<file path="src/rtl/tile_write_arbiter_if.sv">
// tile_write_arbiter_if: producer request bus and tile RAM write port of the tile write arbiter.
interface tile_write_arbiter_if #(
   parameter int NUM_CH = 6,
   parameter int ADDR_W = 16,
   parameter int DATA_W = 32
);
   logic                     enable;
   logic                     clear_req;
   logic [NUM_CH-1:0]        req;
   logic [NUM_CH*ADDR_W-1:0] req_addr;
   logic [NUM_CH*DATA_W-1:0] req_data;
   logic [NUM_CH-1:0]        ack;
   logic                     ram_wea;
   logic [ADDR_W-1:0]        ram_addr;
   logic [DATA_W-1:0]        ram_data;
   logic                     clearing;
   logic                     clear_done;
   logic                     drop_err;
   modport master (
      output enable, clear_req, req, req_addr, req_data,
      input  ack, ram_wea, ram_addr, ram_data, clearing, clear_done, drop_err
   );
   modport slave (
      input  enable, clear_req, req, req_addr, req_data,
      output ack, ram_wea, ram_addr, ram_data, clearing, clear_done, drop_err
   );
endinterface

</file>
<file path="src/rtl/tile_write_arbiter.sv">
// tile_write_arbiter: one-write-per-cycle scheduler of N tile producers onto the bg tile RAM,
// with a full-screen clear sweep that stalls all producers while it runs.
module tile_write_arbiter #(
   parameter int                NUM_CH     = 6,
   parameter int                ADDR_W     = 16,
   parameter int                DATA_W     = 32,
   parameter int                TILE_COLS  = 40,
   parameter int                TILE_ROWS  = 30,
   parameter logic [DATA_W-1:0] CLEAR_DATA = '0,
   parameter bit                FIXED_PRIO = 1'b0
) (
   input logic                i_clk,
   input logic                i_reset,
   tile_write_arbiter_if.slave bus
);
   localparam int TILES = TILE_COLS * TILE_ROWS;
   localparam int PW = NUM_CH > 1 ? $clog2(NUM_CH) : 1;
   localparam logic [ADDR_W-1:0] LIMIT = ADDR_W'(TILES);
   localparam logic [ADDR_W-1:0] LAST = ADDR_W'(TILES - 1);

   if (longint'(TILES) >= (longint'(1) << ADDR_W)) begin : g_size_check
      $error("tile_write_arbiter: TILE_COLS*TILE_ROWS does not fit in ADDR_W bits");
   end

   typedef enum logic {ARB, CLEAR} state_t;

   state_t            r_state;
   logic [ADDR_W-1:0] r_ptr;
   logic [ADDR_W-1:0] r_addr;
   logic [DATA_W-1:0] r_data;
   logic [PW-1:0]     r_last;
   logic              r_pend;
   logic              r_wea;
   logic              r_done;
   logic              r_drop;
   logic [PW-1:0]     w_win;
   logic              w_found;
   logic              w_clr_go;
   logic              w_grant;
   logic              w_in_range;
   logic [ADDR_W-1:0] w_addr;
   logic [DATA_W-1:0] w_data;

   // Candidate order: plain index for fixed priority, rotated past the last winner for round-robin.
   function automatic logic [PW-1:0] slot(input int k, input logic [PW-1:0] last);
      return PW'(FIXED_PRIO ? k : (int'(last) + 1 + k) % NUM_CH);
   endfunction

   always_comb begin
      w_found = 1'b0;
      w_win   = '0;
      for (int k = 0; k < NUM_CH; k++) begin
         if (!w_found && bus.req[slot(k, r_last)]) begin
            w_found = 1'b1;
            w_win   = slot(k, r_last);
         end
      end
   end

   assign w_clr_go   = bus.clear_req | r_pend;
   assign w_grant    = i_reset & bus.enable & (r_state == ARB) & ~w_clr_go & w_found;
   assign w_addr     = bus.req_addr[int'(w_win) * ADDR_W +: ADDR_W];
   assign w_data     = bus.req_data[int'(w_win) * DATA_W +: DATA_W];
   assign w_in_range = w_addr < LIMIT;

   assign bus.ack        = w_grant ? NUM_CH'(1) << w_win : '0;
   assign bus.ram_wea    = r_wea;
   assign bus.ram_addr   = r_addr;
   assign bus.ram_data   = r_data;
   assign bus.clearing   = r_state == CLEAR;
   assign bus.clear_done = r_done;
   assign bus.drop_err   = r_drop;

   always_ff @(posedge i_clk or negedge i_reset) begin
      if (!i_reset) begin
         r_state <= ARB;
         r_ptr   <= '0;
         r_addr  <= '0;
         r_data  <= '0;
         r_last  <= PW'(NUM_CH - 1);
         r_pend  <= 1'b0;
         r_wea   <= 1'b0;
         r_done  <= 1'b0;
         r_drop  <= 1'b0;
      end else if (!bus.enable) begin
         r_wea  <= 1'b0;
         r_done <= 1'b0;
         r_pend <= r_pend | bus.clear_req;
      end else if (r_state == ARB) begin
         r_done <= 1'b0;
         r_wea  <= w_grant & w_in_range;
         if (w_clr_go) begin
            r_state <= CLEAR;
            r_pend  <= 1'b0;
         end
         if (w_grant) begin
            r_last <= w_win;
            r_drop <= r_drop | ~w_in_range;
         end
         if (w_grant && w_in_range) begin
            r_addr <= w_addr;
            r_data <= w_data;
         end
      end else begin
         r_wea  <= 1'b1;
         r_addr <= r_ptr;
         r_data <= CLEAR_DATA;
         r_done <= r_ptr == LAST;
         r_ptr  <= r_ptr == LAST ? '0 : r_ptr + 1'b1;
         // A clear requested during the sweep restarts it from tile 0 without leaving CLEAR.
         r_state <= (r_ptr == LAST && !(r_pend || bus.clear_req)) ? ARB : CLEAR;
         r_pend  <= r_ptr == LAST ? 1'b0 : r_pend | bus.clear_req;
      end
   end
endmodule

</file>
<file path="src/flat_wrapper.sv">
// flat-port wrapper written by rule: the top's interface ports become plain ports
module tile_write_arbiter_flat 
#(
   parameter int                NUM_CH     = 6,
   parameter int                ADDR_W     = 16,
   parameter int                DATA_W     = 32,
   parameter int                TILE_COLS  = 40,
   parameter int                TILE_ROWS  = 30,
   parameter logic [DATA_W-1:0] CLEAR_DATA = '0,
   parameter bit                FIXED_PRIO = 1'b0
)
  (i_clk, i_reset, bus_enable, bus_clear_req, bus_req, bus_req_addr, bus_req_data, bus_ack, bus_ram_wea, bus_ram_addr, bus_ram_data, bus_clearing, bus_clear_done, bus_drop_err);
  tile_write_arbiter_if #(.NUM_CH(NUM_CH), .ADDR_W(ADDR_W), .DATA_W(DATA_W)) bus_i ();
  input logic i_clk;
  input logic i_reset;
  input wire logic [$bits(bus_i.enable)-1:0] bus_enable;
  input wire logic [$bits(bus_i.clear_req)-1:0] bus_clear_req;
  input wire logic [$bits(bus_i.req)-1:0] bus_req;
  input wire logic [$bits(bus_i.req_addr)-1:0] bus_req_addr;
  input wire logic [$bits(bus_i.req_data)-1:0] bus_req_data;
  output wire logic [$bits(bus_i.ack)-1:0] bus_ack;
  output wire logic [$bits(bus_i.ram_wea)-1:0] bus_ram_wea;
  output wire logic [$bits(bus_i.ram_addr)-1:0] bus_ram_addr;
  output wire logic [$bits(bus_i.ram_data)-1:0] bus_ram_data;
  output wire logic [$bits(bus_i.clearing)-1:0] bus_clearing;
  output wire logic [$bits(bus_i.clear_done)-1:0] bus_clear_done;
  output wire logic [$bits(bus_i.drop_err)-1:0] bus_drop_err;
  assign bus_i.enable = bus_enable;
  assign bus_i.clear_req = bus_clear_req;
  assign bus_i.req = bus_req;
  assign bus_i.req_addr = bus_req_addr;
  assign bus_i.req_data = bus_req_data;
  assign bus_ack = bus_i.ack;
  assign bus_ram_wea = bus_i.ram_wea;
  assign bus_ram_addr = bus_i.ram_addr;
  assign bus_ram_data = bus_i.ram_data;
  assign bus_clearing = bus_i.clearing;
  assign bus_clear_done = bus_i.clear_done;
  assign bus_drop_err = bus_i.drop_err;
  tile_write_arbiter #(.NUM_CH(NUM_CH), .ADDR_W(ADDR_W), .DATA_W(DATA_W), .TILE_COLS(TILE_COLS), .TILE_ROWS(TILE_ROWS), .CLEAR_DATA(CLEAR_DATA), .FIXED_PRIO(FIXED_PRIO)) u_core (.i_clk(i_clk), .i_reset(i_reset), .bus(bus_i));
endmodule
</file>
<file path="config.mk">
export PLATFORM = sky130hd
export DESIGN_NAME = tile_write_arbiter_flat
export DESIGN_NICKNAME = d
export VERILOG_FILES = /design/src/rtl/tile_write_arbiter_if.sv /design/src/rtl/tile_write_arbiter.sv /design/src/flat_wrapper.sv
export SDC_FILE = /design/constraint.sdc
export NUM_CORES = 1
export LEC_CHECK = 0
export ABC_AREA = 1
export CAP_MARGIN = 5
export CORE_MARGIN = 10
export CORE_UTILIZATION = 42
export CTS_CLUSTER_DIAMETER = 80
export DETAILED_ROUTE_END_ITERATION = 7
export PLACE_DENSITY = 0.83
export SETUP_SLACK_MARGIN = 0.3
export SLEW_MARGIN = 25
export SYNTH_ARGS = -nofsm -noshare
export SYNTH_HDL_FRONTEND = slang
export SYNTH_SLANG_ARGS = --single-unit
</file>
<file path="constraint.sdc">
create_clock -name i_clk -period 5.78 [get_ports i_clk]
set_input_delay 0.867 -clock i_clk [delete_from_list [all_inputs] [get_ports i_clk]]
set_output_delay 0.867 -clock i_clk [all_outputs]
set_load 0.01 [all_outputs]
</file>
Word-level counts from Yosys, hierarchy flattened
Cells that the tools add are included.
W data, S select, Z words.
{ "totals": {"register_bits": 72, "in_bits": 298, "elab_cells": 103} }
{ "classes": {"add_sub_neg": 7, "div_mod_pow": 6, "n_lt_le_gt_ge": 7, "eq_ne": 2, "shifts": 3, "mux": 41, "n_bitwise": 10, "reduce_logical": 18} }
{ "op_table": {"columns": ["op", "count"], "rows": [
  ["$mod A32 B4 Y32 const B", 6],
  ["$shiftx A192 B9 Y32", 1],
  ["$shiftx A96 B8 Y16", 1],
  ["$add A32 B3 Y32 const B", 2],
  ["$add A32 B4 Y32 const B", 2],
  ["$mux W32", 2],
  ["$mux W16", 3],
  ["$add A32 B2 Y32 const B", 1],
  ["$lt A3 B4 Y1 const B", 6],
  ["$mux W1", 23],
  ["$bmux W1 S3", 6],
  ["$mux W3", 6],
  ["$add A16 B1 Y16 const B", 1],
  ["$eq A16 B11 Y1 const B", 1],
  ["$lt A16 B11 Y1 const B", 1],
  ["$logic_and A1 B1 Y1", 7],
  ["$logic_not A1 Y1", 6],
  ["$mux W6", 1],
  ["$shl A1 B3 Y6 const A", 1],
  ["$and A1 B1 Y1", 5],
  ["$add A3 B1 Y4 const B", 1],
  ["$reduce_and A2 Y1", 2],
  ["$ne A3 B1 Y1 const B", 1],
  ["$not A1 Y1", 3],
  ["4 further kinds", 5]
]} }

Logic depth before layout (Yosys ltp)
Gate-level depths: netlist of run 1.
{ "depth": {"depth_word": 25, "depth_mapped": 42, "mapped_depth_nobuf": 39} }

Least setup slack after synthesis of run 1
OpenSTA, ideal clock, no wires.
{ "synth_path": {"kind": "register to output", "from": "register u_core.r_last[0]", "to": "output bus_ack[4]", "arrival_time_ns": 4.406, "setup_slack_ns": 0.507, "path_stages_with_launch": 29, "path_cell_list": "dfstp_2 > inv_1 > ha_1 > buf_4 > inv_1 > ha_1 > inv_1 > nand2_1 > ha_1 > nor3b_1 > nand2_1 > o21ai_0 > nand3_1 > nand2_1 > nand2_1 > nand3_1 > nand4_1 > nor2_4 > nand2_2 > nor2_4 > nand2_1 > nor2_1 > inv_1 > nand2_2 > buf_4 > clkbuf_1 > buf_2 > nand2_1 > nor2_1"} }
{ "synth_between": {"elab_chain_cells": 22} }
{ "synth_lines": {"columns": ["item", "line_no", "rtl"], "rows": [
  ["from (decl)", "tile_write_arbiter.sv:31", "logic [PW-1:0] r_last;"],
  ["from (signal assigned)", "tile_write_arbiter.sv:80", "r_last <= PW'(NUM_CH - 1);"],
  ["from (signal assigned)", "tile_write_arbiter.sv:97", "r_last <= w_win;"],
  ["$add A3 B1 Y4 *", "tile_write_arbiter.sv:46", "return PW'(FIXED_PRIO ? k : (int'(last) + 1 + k) % NUM_CH);"],
  ["branches (longest 20 deep; another with $add A32 B2 Y32)", null, null],
  ["$mux W6 *", "tile_write_arbiter.sv:66", "assign bus.ack = w_grant ? NUM_CH'(1) << w_win : '0;"],
  ["to (decl)", "flat_wrapper.sv:21", "output wire logic [$bits(bus_i.ack)-1:0] bus_ack;"]
]} }
Every way passes the cells marked *. The select of a mux whose other input is x is not followed.

Worst setup path in the final report of run 1
{ "layout_path": {"from": "register u_core.r_last[0]", "to": "output bus_ack[0]"} }
The elaborated chain is that of the path after synthesis.

==> impl_metrics.toml, run 1 <==
[outcome]
outcome = "complete, no violations"

[routing]
drtPass1Iterations = 6
wl_per_cell_um = 20.85
drc = 0
vias_per_cell = 5.589
vias = 9518
ant_nets = 0
drtIter0Drc = 994
wl_um = 35510

[run]
maxCapViolations = 0

[place]
place_congestion = 0.9549
portBuffers = 355
placed_cells = 1681
dp_hpwl_um = 27900

[synth]
synth_adder_area_share_pct = 3.702
synth_top_family_by_area = "simple AND/OR/NAND/NOR gates"
syn_area_sq_um = 7098
synth-simple-area-share_pct = 44.63
synth-xor-area-share_pct = 1.463
synth_cell_types = 40
syn_nets = 1468
synth.avg_cell_area_sq_um = 6.178
syn_inst = 1149
async_flop_share_pct = 100.0
yosysWarnings = 0
seq_area_frac_synth_pct = 25.42
synth-edff-count = 0
ys_seq_elements = 72
synth_compound_area_share_pct = 15.39
synthFlopType = "dfrtp_1"
muxShareOfSynthArea_pct = 0

[clock_tree]
clk_latency_ps = 340
h-tree-depth = 3
cts.sinks = 72
clk_path_buf_depth = 2
cts_buffers = 9
root_buffer = "clkbuf_16"
cts_tree = "done"
clkTransAtPathRegs_ps = 60
cts_hold_buf = 0

[finish]
syn_to_final_growth_pct = 59.24
final_cell_mix = "378 x nand2_1, 348 x clkdlybuf4s50_1, 137 x nand3_1"
final_nets = 1795
layout_commonest_cell = "nand2_1"
drive_gt1_share_pct = 7.562
fillerInstances = 1512
finalNonFillerCells = 1703

[sta]
worstMarginPinSlew_ps = 942.5
setup_tns_ps = 0
fin_crit_ps = 5291
setup_violations = 0
fin_crit_sh_pct = 91.54
drv_slew = 0
slew_headroom_pct = 37.17
rsz0062_at_grt = "yes"
hold_viol_final = 0
fmax_ghz = 0.1890
finClkSkew_ps = 4.972

[grt]
grt_pass1_wl_um = 51360
first_global_vias = 8929
grt-ovfl-total = 0
antenna_found_initial = 7
track_usage_pct = 29.01
grt_max_degree = 73

[floorplan]
die_w_um = 150
fp.dieH_um = 150
ios = 356
fp-row-count = 47
die_area_sq_um = 22500
coreArea_sq_um = 16580
initial_utilization_pct = 42.80

[setup_path]
cp.arrival_ps = 4420
end_kind = "primary output"
slowest_delay_ps = 590
startpoint = "u_core.r_last[0]$_DFFE_PN1P_"
worstSetupStartpointType = "register"
critPathKind = "reg -> out"
critical_path.max_fanout = 14
cp.required_ps = 4910
critical_path.slowest_cell = "dfstp_2"
cp_common_cell = "nand2_1"
reg2reg_from = "u_core.r_last[0]$_DFFE_PN1P_"

[min_path]
hold_start = "u_core.bus.drop_err$_DFFE_PN0P_"
hold_path_class = "reg -> reg"
synthesized netlist by cell type (2+ instances only):
cell type,n,area [sq um]
nand2_1,382,1434
nand3_1,139,695.7
nor2_1,109,409.1
inv_1,75,281.5
dfrtp_1,70,1752
o22ai_1,66,412.9
nor3_1,38,190.2
a221oi_1,33,289.0
o21ai_0,31,155.2
clkbuf_1,30,112.6
ha_1,21,262.8
buf_2,20,100.1
a21oi_1,17,85.08
nand4_1,14,87.58
a22oi_1,12,90.09
nand3b_1,11,82.58
xor2_1,9,78.83
buf_6,8,90.09
nand2_2,8,50.05
buf_4,6,45.04
inv_2,5,18.77
nand3_2,5,50.05
nor4_1,5,31.28
o21ai_1,5,25.02
buf_1,4,15.01
nor2_2,4,25.02
or2_2,3,18.77
a31oi_1,2,12.51
dfstp_2,2,52.55
nand2_4,2,22.52
nor2_4,2,22.52
nor3b_1,2,15.01
o211ai_1,2,15.01
final cells by class:
class | instances | area [sq um] | area share (%)
Clock buffer | 10 | 239.0 | 2.114
Multi-Input combinational cell | 929 | 4796 | 42.43
Antenna cell | 2 | 5.005 | 0.04428
Tap cell | 220 | 275.3 | 2.435
Timing Repair Buffer | 383 | 3805 | 33.66
Clock inverter | 6 | 68.82 | 0.6088
Inverter | 81 | 309.0 | 2.734
Sequential cell | 72 | 1805 | 15.97
metal layers:
metal  share of wire, %  up-vias  global-route usage [%]  wire [um]
li1                   -     4549                       -          -
met1                 38     4367                   34.79      13620
met2                 48      508                   48.41      17040
met3                 11       82                   9.541       3803
met4                2.7       12                   8.455        965
met5               0.23        -                       0         80
critical path, delay by kind of cell (launching register included):
family / cells / cell delay (ps)
buffers and inverters: 6 / 670
adder cells (fa/ha/maj): 3 / 720
AO/OA/AOI/OAI: 1 / 200
AND/OR/NAND/NOR: 16 / 1890
flip-flops: 1 / 590
logic make-up (layout without fill, tap and decap cells):
logic type,Yosys count,in the layout
XOR/XNOR,11,11
flip-flops,72,72
AO/OA/AOI/OAI,169,169
buffers and inverters,149,480
AND/OR/NAND/NOR,727,728
adder cells (fa/ha/maj),21,21
other,0,2
worst paths after layout:
| path | end | slack [ps] | cells past startpoint |
|---|---|---|---|
| worst max-delay path | bus_ack[0] | 490 | 26 |
| worst min-delay path | u_core.bus.drop_err$_DFFE_PN0P_ | 460 | 1 |
| worst max register to register | u_core.bus.ram_data[26]$_DFFE_PN0P_ | 630 | 35 |
| worst min register to register | u_core.bus.drop_err$_DFFE_PN0P_ | 460 | 1 |
| max in group asynchronous | u_core.bus.clearing$_DFFE_PN0P_ | 4380 | 2 |
| min in group asynchronous | u_core.bus.ram_addr[2]$_DFFE_PN0P_ | 770 | 2 |
sequential cells by signal (all words and copies together), names as in the netlist:
| signal | count |
|---|---|
| u_core.bus.clearing | 1 |
| u_core.bus.ram_wea | 1 |
| u_core.r_pend | 1 |
| u_core.bus.clear_done | 1 |
| u_core.bus.ram_addr | 16 |
| u_core.bus.drop_err | 1 |
| u_core.bus.ram_data | 32 |
| u_core.r_ptr | 16 |
| u_core.r_last | 3 |
through the flow:
stage | worst slack [ps] | instance area [sq um] | util (%) | hold slack [ps]
6_report | 489.3 | 11300 | 68.16 | 464.2
5_1_grt | 222.6 | 11300 | 68.13 | 492.0
2_1_floorplan | 507.4 | 7098 | - | 483.9
3_3_place_gp | 126.1 | 10780 | 64.98 | 456.5
4_1_cts | 319.2 | 11160 | 67.29 | 467.6
3_5_place_dp | 31.49 | 10780 | 64.98 | 452.6
repair_timing:
item                                    in CTS  in global routing
pin swaps                                    1                  7
endpoints found under the setup margin      54                 56
gates cloned                                 0                  2
setup buffers                                1                  1
gates resized for setup                     26                 41
Power of run 1 is not shown: default switching activity piles up to over one toggle a cycle in this logic, so the estimate is an artifact.
==> run 2, diff against run 1 <==
Settings changed: ABC_AREA 1 to unset, CORE_UTILIZATION 42 to 44.
==> impl_metrics.toml, run 2 <==
[sta]
fmax_ghz = 0.1824
worstMarginPinSlew_ps = 914.0
finClkSkew_ps = 11.80
fin_hold_ws_ps = 329.3
fin_ws_ps = 297.5
setup_tns_ps = 0
rsz0062_at_grt = "yes"
fin_crit_ps = 5482
fin_crit_sh_pct = 94.85
hold_viol_final = 0
slew_headroom_pct = 39.07
setup_violations = 0
drv_slew = 0

[floorplan]
initial_utilization_pct = 44.94
die_w_um = 155.7
fp.dieH_um = 155.7
ios = 356
coreArea_sq_um = 18020
fp-row-count = 49
die_area_sq_um = 24240

[setup_path]
end_kind = "primary output"
critPathKind = "reg -> out"
critical_path.slowest_cell = "dfstp_2"
slowest_delay_ps = 600
cp_common_cell = "o21bai_1"
worstSetupStartpointType = "register"
critPathBufInv = 3
critical-path-top-delay-family = "compound AO/OA/AOI/OAI gates"
cp.arrival_ps = 4620
cp.required_ps = 4910
critical_path.max_fanout = 11
path_cells = "ha_4 > xor2_4 > buf_6 > ha_2 > o21bai_1 > nor3b_1 > o311ai_4 > and2_4 > a221o_1 > o21bai_1 > a211o_1 > nand2_4 > buf_4 > nor2_1 > clkdlybuf4s15_1"

[synth]
yosysMostFrequentCell = "nand2_1"
ys_top_cells_by_area = "dfrtp_1 22%, nand2_1 13%, nand3_1 5.9%"
synth_cell_types = 84
syn_inst = 1148
syn_area_sq_um = 8100
synth.avg_cell_area_sq_um = 7.056
synthFlopType = "dfrtp_1"
ys_seq_elements = 72
synth-edff-count = 0
syn_nets = 1467
async_flop_share_pct = 100.0
seq_area_frac_synth_pct = 22.27
yosys.area.top_type = "dfrtp_1"
yosys-top-cells-count = "286 x nand2_1, 95 x nand3_1, 71 x a21oi_1"
yosysWarnings = 0
synth_top_area_share_pct = 21.62

[finish]
fillerInstances = 1397
syn_to_final_growth_pct = 64.50
regArea_sq_um = 1805
fin_util_pct = 73.93
final_cell_mix = "348 x clkdlybuf4s50_1, 283 x nand2_1, 94 x buf_4"
largest_register_ffs = 32
drive_gt1_share_pct = 16.91
final_area_sq_um = 13330
layout_commonest_cell = "clkdlybuf4s50_1"
finalNonFillerCells = 1762
multi_input_area_sq_um = 6380
final_nets = 1846

[grt]
first_global_vias = 10230
grt-ovfl-total = 0
track_usage_pct = 28.79
grt_pass1_wl_um = 56740
antenna_found_initial = 2
grt_max_degree = 72

[place]
dp_slack_ps = 4.400
portBuffers = 355
dp_hpwl_um = 29370
placed_cells = 1711
place_area_sq_um = 12210
place_congestion = 0.9473

[routing]
vias_per_cell = 6.058
vias = 10670
drtPass1Iterations = 5
wl_um = 38680
wl_per_cell_um = 21.95
drc = 0
drtIter0Drc = 1062
ant_nets = 0

[clock_tree]
clk_path_buf_depth = 2
cts_tree = "done"
cts.sinks = 72
clkTransAtPathRegs_ps = 60
clk_latency_ps = 330
cts_buffers = 9
h-tree-depth = 3
root_buffer = "clkbuf_16"

[pwr]
vdd_drop_max_mv = 0.5704
power.leakage_nw = 5.364
power.density_nw_per_um2 = 561.8
p_total_mw = 7.486

[outcome]
outcome = "complete, no violations"

[min_path]
hold_path_class = "in -> async"

[run]
maxCapViolations = 0
-- run 2: timing repair --
item,4_1_cts,5_1_grt
pin swaps,6,27
hold buffers,0,0
endpoints found under the hold margin,0,0
endpoints found under the setup margin,55,56
gates resized for setup,30,96
setup buffers,10,24
-- run 2: cells by family (layout without fill, tap and decap cells) --
logic type / count (synthesis) / in the layout / share of synthesized area (%)
compound gates: 309 / 309 / 27.36
xor+xnor: 20 / 20 / 2.394
fa+ha+maj: 21 / 21 / 3.244
buf+inv: 112 / 496 / 6.395
flops: 72 / 72 / 22.27
mux: 44 / 44 / 6.148
other cells: 0 / 1 / 0
simple gates: 570 / 570 / 32.19
-- run 2: report_power, final --
group / switching, mW / total, mW / internal, mW
Sequential: 0.0471 / 0.588 / 0.541
Clock: 0.243 / 0.542 / 0.299
Combinational: 3.72 / 6.36 / 2.63
Total: 4.01 / 7.49 / 3.47
-- run 2: area by class of cell --
| type | instances | area share [%] |
|---|---|---|
| antenna | 1 | 0.01878 |
| clock buffer | 9 | 1.690 |
| clock inverter | 7 | 0.4883 |
| inverter | 14 | 0.4131 |
| multi-input combinational | 964 | 47.88 |
| sequential | 72 | 13.55 |
| tap | 229 | 2.150 |
| timing repair buffer | 466 | 33.81 |
-- run 2: per-layer routing --
metal  routed length [um]  GRT usage [%]
met2                19480          51.47
met4                 1001          6.774
met3                 3395          7.334
met5                   12              0
met1                14790          33.58
-- run 2: final timing paths --
kind | cells past startpoint | slack (ps) | end | start
max in group asynchronous | 2 | 4350 | u_core.bus.clearing$_DFFE_PN0P_ | i_reset
hold / removal | 1 | 330 | u_core.bus.ram_data[6]$_DFFE_PN0P_ | i_reset
min in group i_clk | 1 | 500 | u_core.bus.ram_data[30]$_DFFE_PN0P_ | u_core.bus.ram_data[30]$_DFFE_PN0P_
setup reg to reg | 20 | 300 | u_core.bus.ram_addr[6]$_DFFE_PN0P_ | u_core.r_last[0]$_DFFE_PN1P_
setup / recovery | 15 | 300 | bus_ack[5] | u_core.r_last[0]$_DFFE_PN1P_
hold reg to reg | 1 | 500 | u_core.bus.ram_data[30]$_DFFE_PN0P_ | u_core.bus.ram_data[30]$_DFFE_PN0P_
Note: power is estimated with default switching activity, not from simulation.
